`src/rtl/kuznechik_apb_block_driver.sv`:
```
// kuznechik_apb_block_driver
//   APB master that moves one 128-bit block at a time through the Kuznechik
//   cipher APB slave. For each accepted block it writes DATA_IN0..3, pulses
//   REQ, polls VALID, reads DATA_OUT0..3, writes ACK, and then presents the
//   result on the output stream. Only one block is in flight at a time.
// Ports
//   clk_i, rst_i                 clock, synchronous active-high reset
//   in_valid_i/in_ready_o/in_data_i     plaintext stream (word0 = [31:0])
//   out_valid_o/out_ready_i/out_data_o  result stream (word0 = [31:0])
//   out_err_o                    result invalid (slverr or poll timeout)
//   busy_o                       driver not idle
//   apb_*                        APB master towards the cipher slave
module kuznechik_apb_block_driver #(
  parameter int unsigned                APB_ADDR_WIDTH = 12,
  parameter int unsigned                APB_DATA_WIDTH = 32,
  parameter logic [APB_ADDR_WIDTH-1:0]  BASE_ADDR      = '0,
  parameter int unsigned                POLL_LIMIT     = 1024
) (
  input  logic                      clk_i,
  input  logic                      rst_i,
  input  logic                      in_valid_i,
  output logic                      in_ready_o,
  input  logic [127:0]              in_data_i,
  output logic                      out_valid_o,
  input  logic                      out_ready_i,
  output logic [127:0]              out_data_o,
  output logic                      out_err_o,
  output logic                      busy_o,
  output logic [APB_ADDR_WIDTH-1:0] apb_paddr_o,
  output logic [APB_DATA_WIDTH-1:0] apb_pwdata_o,
  output logic                      apb_pwrite_o,
  output logic                      apb_psel_o,
  output logic                      apb_penable_o,
  input  logic [APB_DATA_WIDTH-1:0] apb_prdata_i,
  input  logic                      apb_pready_i,
  input  logic                      apb_pslverr_i
);

  localparam int unsigned CW = $clog2(POLL_LIMIT + 1);

  if (APB_DATA_WIDTH != 32) begin : g_bad_width
    $error("kuznechik_apb_block_driver: APB_DATA_WIDTH must be 32");
  end

  typedef enum logic [3:0] {
    S_INIT_CLR, S_INIT_SET, S_IDLE, S_WR_DIN, S_WR_REQ,
    S_POLL, S_RD_DOUT, S_WR_ACK, S_OUT
  } state_t;

  state_t                    state_q, state_d;
  logic [1:0]                idx_q, idx_d;
  logic [CW-1:0]             poll_q, poll_d;
  logic [127:0]              din_q, din_d;
  logic [127:0]              out_data_q, out_data_d;
  logic                      out_valid_q, out_valid_d;
  logic                      out_err_q, out_err_d;
  logic                      psel_q, psel_d;
  logic                      penable_q, penable_d;
  logic                      pwrite_q, pwrite_d;
  logic [APB_ADDR_WIDTH-1:0] paddr_q, paddr_d;
  logic [31:0]               pwdata_q, pwdata_d;
  logic                      start;
  logic                      fail;
  logic [7:0]                off;

  always_comb begin
    state_d     = state_q;
    idx_d       = idx_q;
    poll_d      = poll_q;
    din_d       = din_q;
    out_data_d  = out_data_q;
    out_valid_d = out_valid_q;
    out_err_d   = out_err_q;
    psel_d      = psel_q;
    penable_d   = penable_q;
    pwrite_d    = pwrite_q;
    paddr_d     = paddr_q;
    pwdata_d    = pwdata_q;
    start       = 1'b0;
    fail        = 1'b0;
    off         = '0;

    case (state_q)
      S_IDLE: begin
        if (in_valid_i) begin
          din_d   = in_data_i;
          idx_d   = '0;
          state_d = S_WR_DIN;
          start   = 1'b1;
        end
      end
      S_OUT: begin
        if (out_ready_i) begin
          out_valid_d = 1'b0;
          state_d     = out_err_q ? S_INIT_CLR : S_IDLE;
          start       = out_err_q;
        end
      end
      default: begin
        // Bus registers are cleared by reset, so the first INIT transfer
        // needs one cycle to issue its SETUP phase.
        if (!psel_q) begin
          start = 1'b1;
        end else if (!penable_q) begin
          penable_d = 1'b1;
        end else if (apb_pready_i) begin
          // Completion: the next transfer's SETUP is issued on the same
          // edge unless the next state does not talk to the bus.
          start = 1'b1;
          case (state_q)
            S_INIT_CLR: state_d = S_INIT_SET;
            S_INIT_SET: begin
              state_d = S_IDLE;
              start   = 1'b0;
            end
            S_WR_DIN: begin
              if (apb_pslverr_i)    fail    = 1'b1;
              else if (idx_q == 2'd3) state_d = S_WR_REQ;
              else                  idx_d   = idx_q + 1'b1;
            end
            S_WR_REQ: begin
              if (apb_pslverr_i) begin
                fail = 1'b1;
              end else begin
                state_d = S_POLL;
                poll_d  = '0;
              end
            end
            S_POLL: begin
              if (apb_pslverr_i) begin
                fail = 1'b1;
              end else if (apb_prdata_i[0]) begin
                state_d = S_RD_DOUT;
                idx_d   = '0;
              end else if (poll_q == CW'(POLL_LIMIT - 1)) begin
                fail = 1'b1;
              end else begin
                poll_d = poll_q + 1'b1;
              end
            end
            S_RD_DOUT: begin
              if (apb_pslverr_i) begin
                fail = 1'b1;
              end else begin
                out_data_d[idx_q*32 +: 32] = apb_prdata_i[31:0];
                if (idx_q == 2'd3) state_d = S_WR_ACK;
                else               idx_d   = idx_q + 1'b1;
              end
            end
            S_WR_ACK: begin
              if (apb_pslverr_i) begin
                fail = 1'b1;
              end else begin
                state_d     = S_OUT;
                out_valid_d = 1'b1;
                out_err_d   = 1'b0;
                start       = 1'b0;
              end
            end
            default: ;
          endcase
          if (fail) begin
            state_d     = S_OUT;
            out_valid_d = 1'b1;
            out_err_d   = 1'b1;
            out_data_d  = '0;
            start       = 1'b0;
          end
        end
      end
    endcase

    if (start) begin
      psel_d    = 1'b1;
      penable_d = 1'b0;
      pwrite_d  = 1'b1;
      pwdata_d  = 32'h1;
      case (state_d)
        S_INIT_CLR: pwdata_d = '0;
        S_INIT_SET: off = 8'h00;
        S_WR_DIN: begin
          off      = 8'h14 + {4'd0, idx_d, 2'b00};
          pwdata_d = din_d[idx_d*32 +: 32];
        end
        S_WR_REQ: off = 8'h04;
        S_POLL: begin
          off      = 8'h0C;
          pwrite_d = 1'b0;
          pwdata_d = '0;
        end
        S_RD_DOUT: begin
          off      = 8'h24 + {4'd0, idx_d, 2'b00};
          pwrite_d = 1'b0;
          pwdata_d = '0;
        end
        S_WR_ACK: off = 8'h08;
        default: begin
          psel_d   = 1'b0;
          pwrite_d = 1'b0;
          pwdata_d = '0;
        end
      endcase
      paddr_d = BASE_ADDR + APB_ADDR_WIDTH'(off);
    end else if (state_d == S_IDLE || state_d == S_OUT) begin
      psel_d    = 1'b0;
      penable_d = 1'b0;
      pwrite_d  = 1'b0;
      paddr_d   = '0;
      pwdata_d  = '0;
    end
  end

  always_ff @(posedge clk_i) begin
    if (rst_i) begin
      state_q     <= S_INIT_CLR;
      idx_q       <= '0;
      poll_q      <= '0;
      din_q       <= '0;
      out_data_q  <= '0;
      out_valid_q <= 1'b0;
      out_err_q   <= 1'b0;
      psel_q      <= 1'b0;
      penable_q   <= 1'b0;
      pwrite_q    <= 1'b0;
      paddr_q     <= '0;
      pwdata_q    <= '0;
    end else begin
      state_q     <= state_d;
      idx_q       <= idx_d;
      poll_q      <= poll_d;
      din_q       <= din_d;
      out_data_q  <= out_data_d;
      out_valid_q <= out_valid_d;
      out_err_q   <= out_err_d;
      psel_q      <= psel_d;
      penable_q   <= penable_d;
      pwrite_q    <= pwrite_d;
      paddr_q     <= paddr_d;
      pwdata_q    <= pwdata_d;
    end
  end

  assign in_ready_o    = (state_q == S_IDLE);
  assign busy_o        = (state_q != S_IDLE);
  assign out_valid_o   = out_valid_q;
  assign out_data_o    = out_data_q;
  assign out_err_o     = out_err_q;
  assign apb_psel_o    = psel_q;
  assign apb_penable_o = penable_q;
  assign apb_pwrite_o  = pwrite_q;
  assign apb_paddr_o   = paddr_q;
  assign apb_pwdata_o  = pwdata_q;

endmodule

```
`config.mk`:
```
export PLATFORM = sky130hd
export DESIGN_NAME = kuznechik_apb_block_driver
export DESIGN_NICKNAME = d
export VERILOG_FILES = /design/src/rtl/kuznechik_apb_block_driver.sv
export SDC_FILE = /design/constraint.sdc
export NUM_CORES = 1
export LEC_CHECK = 0
export ABC_AREA = 0
export CELL_PAD_IN_SITES_DETAIL_PLACEMENT = 2
export CELL_PAD_IN_SITES_GLOBAL_PLACEMENT = 2
export CORE_ASPECT_RATIO = 2
export CORE_MARGIN = 1.5
export CORE_UTILIZATION = 28
export DETAILED_ROUTE_END_ITERATION = 10
export MAX_ROUTING_LAYER = met4
export PLACE_DENSITY = 0.9
export SLEW_MARGIN = 0
export SYNTH_ARGS = -nofsm -noshare
export SYNTH_HDL_FRONTEND = slang
export SYNTH_SLANG_ARGS = --single-unit
```
`constraint.sdc`:
```
create_clock -name clk_i -period 3.8 [get_ports clk_i]
set_input_delay 0.76 -clock clk_i [delete_from_list [all_inputs] [get_ports clk_i]]
set_output_delay 0.76 -clock clk_i [all_outputs]
set_load 0.005 [all_outputs]
```
==> results.cfg <==
[final_layout]
final_layout_size_suffix_gt1_frac = 0.0559
synthToLayoutAreaGrowth_pct = 38.5
fin_cells = 2414
multiInputGateArea_um2 = 6060
regArea_um2 = 6290
nets = 1995
n_fill_cell = 4979

[die]
die_height_um = 307
coreArea_um2 = 45700
die_x_um = 155
io_pins = 345
rows = 111
start_util = 0.283
die_area_um2 = 47500

[clocking]
cts_buffers = 31
h-tree-depth = 1
clkLatencyLatePin_ns = 0.60
clock-sinks = 314
ctsLongestPathBuffers = 3
cts.repair.resized = 0
cts_tree = yes
cts_root_buf = clkbuf_16
post_cts_buffers = 0
cts_hold_buf = 0
clk_pin_slew_ns = 0.06

[sta]
tightestPinTransition_ns = 1.08
slew-limit-headroom = 0.279
fin_skew_ns = 0.0184
fmax_mhz = 307
fin_crit_ns = 3.25
finalSetupViolations = 0
rsz0062_at_grt = false
fin_crit_sh = 0.856
slew_violations = 0
hold_violations = 0

[routing]
drc = 0
drt-vias-per-instance = 5.20
maxUsedRoutingLayer = met4
routed-via-count = 12600
wl_met3_um = 2210
drtAntennaViolNets = 0
wire_per_inst_um = 21.8
routed_wl_um = 52500
wl_met1_um = 18800
drt_iter0_drc = 442
drt_pass1_iterations = 4
route.met2.wl_um = 29300

[setup_path]
critical_path.max_fanout = 30
worstPathArrival_ns = 3.76
rrSetupSlack_ns = 0.60
critPathRequiredTime_ns = 4.30
crit_type = input port to flop
start_kind = input port
endpoint_kind = flop

[place]
io_buffer_count = 336
gp_congestion = 0.849
dp_hpwl_um = 37100
dp_cells = 2352

[min_path]
hold_path_class = flop to flop

[synth]
yosysWarnings = 0
ys_async_sr_fraction = 0
syn_area_per_cell_um2 = 8.34
synth_cells = 1548
yosysMostFrequentCell = nand2_1
synth.area.top_cells = dfxtp_1 49%, nand2_1 9.9%, a21oi_1 8.0%
yosys.area.top_type = dfxtp_1
synth_common_cells = 340 x nand2_1, 314 x dfxtp_1, 206 x a21oi_1
synthesis.area_um2 = 12900
ys.flop_type = dfxtp_1
synth_edf_count = 0
yosysTopAreaCellShare = 0.487
yosysSeqAreaShare = 0.487
synth-seq-cells = 314
yosysUniqueCellTypes = 59

[power_and_ir_drop]
leakage_uw = 0.00607
power.density_nw_per_um2 = 399
power_uw = 7130
max-vdd-ir-drop_uv = 299

[global_route]
grt_antenna_before_repair = 5
grt_use_total = 0.224
grt_pass1_vias = 14300
grt_first_pass_wirelength_um = 81200
grt-ovfl-total = 0
grt_start_max_net_pins = 162

[status]
status = complete, no violations

[flow_run]
cap_violations = 0
==> cells in the final DEF, fill, tap and decap left out, types with 5 or more instances in the layout <==
master	synthesis	layout
o2bb2ai_1	33	33
nand4_1	7	7
dfxtp_1	314	314
xor2_1	7	7
a22oi_1	96	96
diode_2	0	5
buf_4	10	19
inv_1	9	9
conb_1	1	8
bufinv_16	0	5
clkinv_2	0	7
ha_1	9	9
nand3_1	43	43
a31oi_1	5	5
nand2_1	340	339
clkbuf_16	0	31
mux2i_1	65	65
clkbuf_8	0	8
clkdlybuf4s50_1	0	335
nor2_1	157	157
a211oi_1	33	33
o211ai_1	5	5
o21ai_0	12	12
a21o_1	7	7
buf_12	0	9
a21oi_1	206	205
==> state kept, by name, summed over array words and instances (netlist names) <==
signal,cells
apb_paddr_o,4
apb_penable_o,1
apb_psel_o,1
apb_pwdata_o,32
apb_pwrite_o,1
din_q,128
idx_q,2
out_data_o,128
out_err_o,1
out_valid_o,1
poll_q,11
state_q,4
==> worst max-delay path, cell delays in order <==
cell             delay, ns
clkdlybuf4s50_1       0.67
inv_1                 0.14
a211oi_1              0.52
o21a_1                0.33
buf_4                 0.20
a21oi_1               0.21
nor2_1                0.25
nand2_1               0.13
buf_4                 0.29
o2bb2ai_1             0.23
==> cells by family after synthesis <==
family | count (synthesis) | share of synthesized area
buffers and inverters | 141 | 0.0493
adders and majority gates | 9 | 0.00872
other | 1 | 0.000290
xor gates and xnor gates | 11 | 0.00746
DFF | 314 | 0.487
AOI/OAI and AO/OA | 421 | 0.208
and+or+nand+nor | 586 | 0.189
muxes | 65 | 0.0504
==> layout make-up <==
class	count	share of cell area
diodes	5	0.000699
clock buffers	41	0.0494
clock inverters	16	0.0122
inverters	9	0.00189
multi-input cells	1100	0.339
flip-flops and latches	314	0.351
well taps	565	0.0395
repair buffers	364	0.206
==> final timing paths <==
| kind | from | to | cells after the start |
|---|---|---|---|
| setup / recovery | apb_pslverr_i | apb_pwdata_o[23] | 10 |
| hold / removal | out_data_o[2] | out_data_o[2] | 2 |
| setup reg to reg | state_q[3] | apb_pwdata_o[23] | 9 |
| hold reg to reg | out_data_o[2] | out_data_o[2] | 2 |
==> routing by layer <==
| layer | up-vias | global-route usage |
|---|---|---|
| met5 | - | - |
| met4 | 0 | 0.0950 |
| met3 | 109 | 0.0352 |
| met2 | 364 | 0.438 |
| met1 | 6203 | 0.213 |
| li1 | 5875 | - |
==> power by group <==
group          total (uW)  switching, uW  internal [uW]
clock                3390           1420           1970
combinational         419            211            207
sequential           3320           19.7           3300
total                7130           1650           5480
==> through the flow <==
step	area, um^2	TNS (ns)	setup slack (ns)	utilization	hold slack (ns)
3_5_place_dp	16800	-0.819	-0.0480	0.367	0.452
2_1_floorplan	12900	0	0.787	-	0.431
3_3_place_gp	16800	0	0.158	0.367	0.439
6_report	17900	0	0.547	0.392	0.453
5_1_grt	17900	0	0.329	0.392	0.471
4_1_cts	17900	0	0.561	0.391	0.461
No activity file was read; power rests on OpenSTA's default activity.
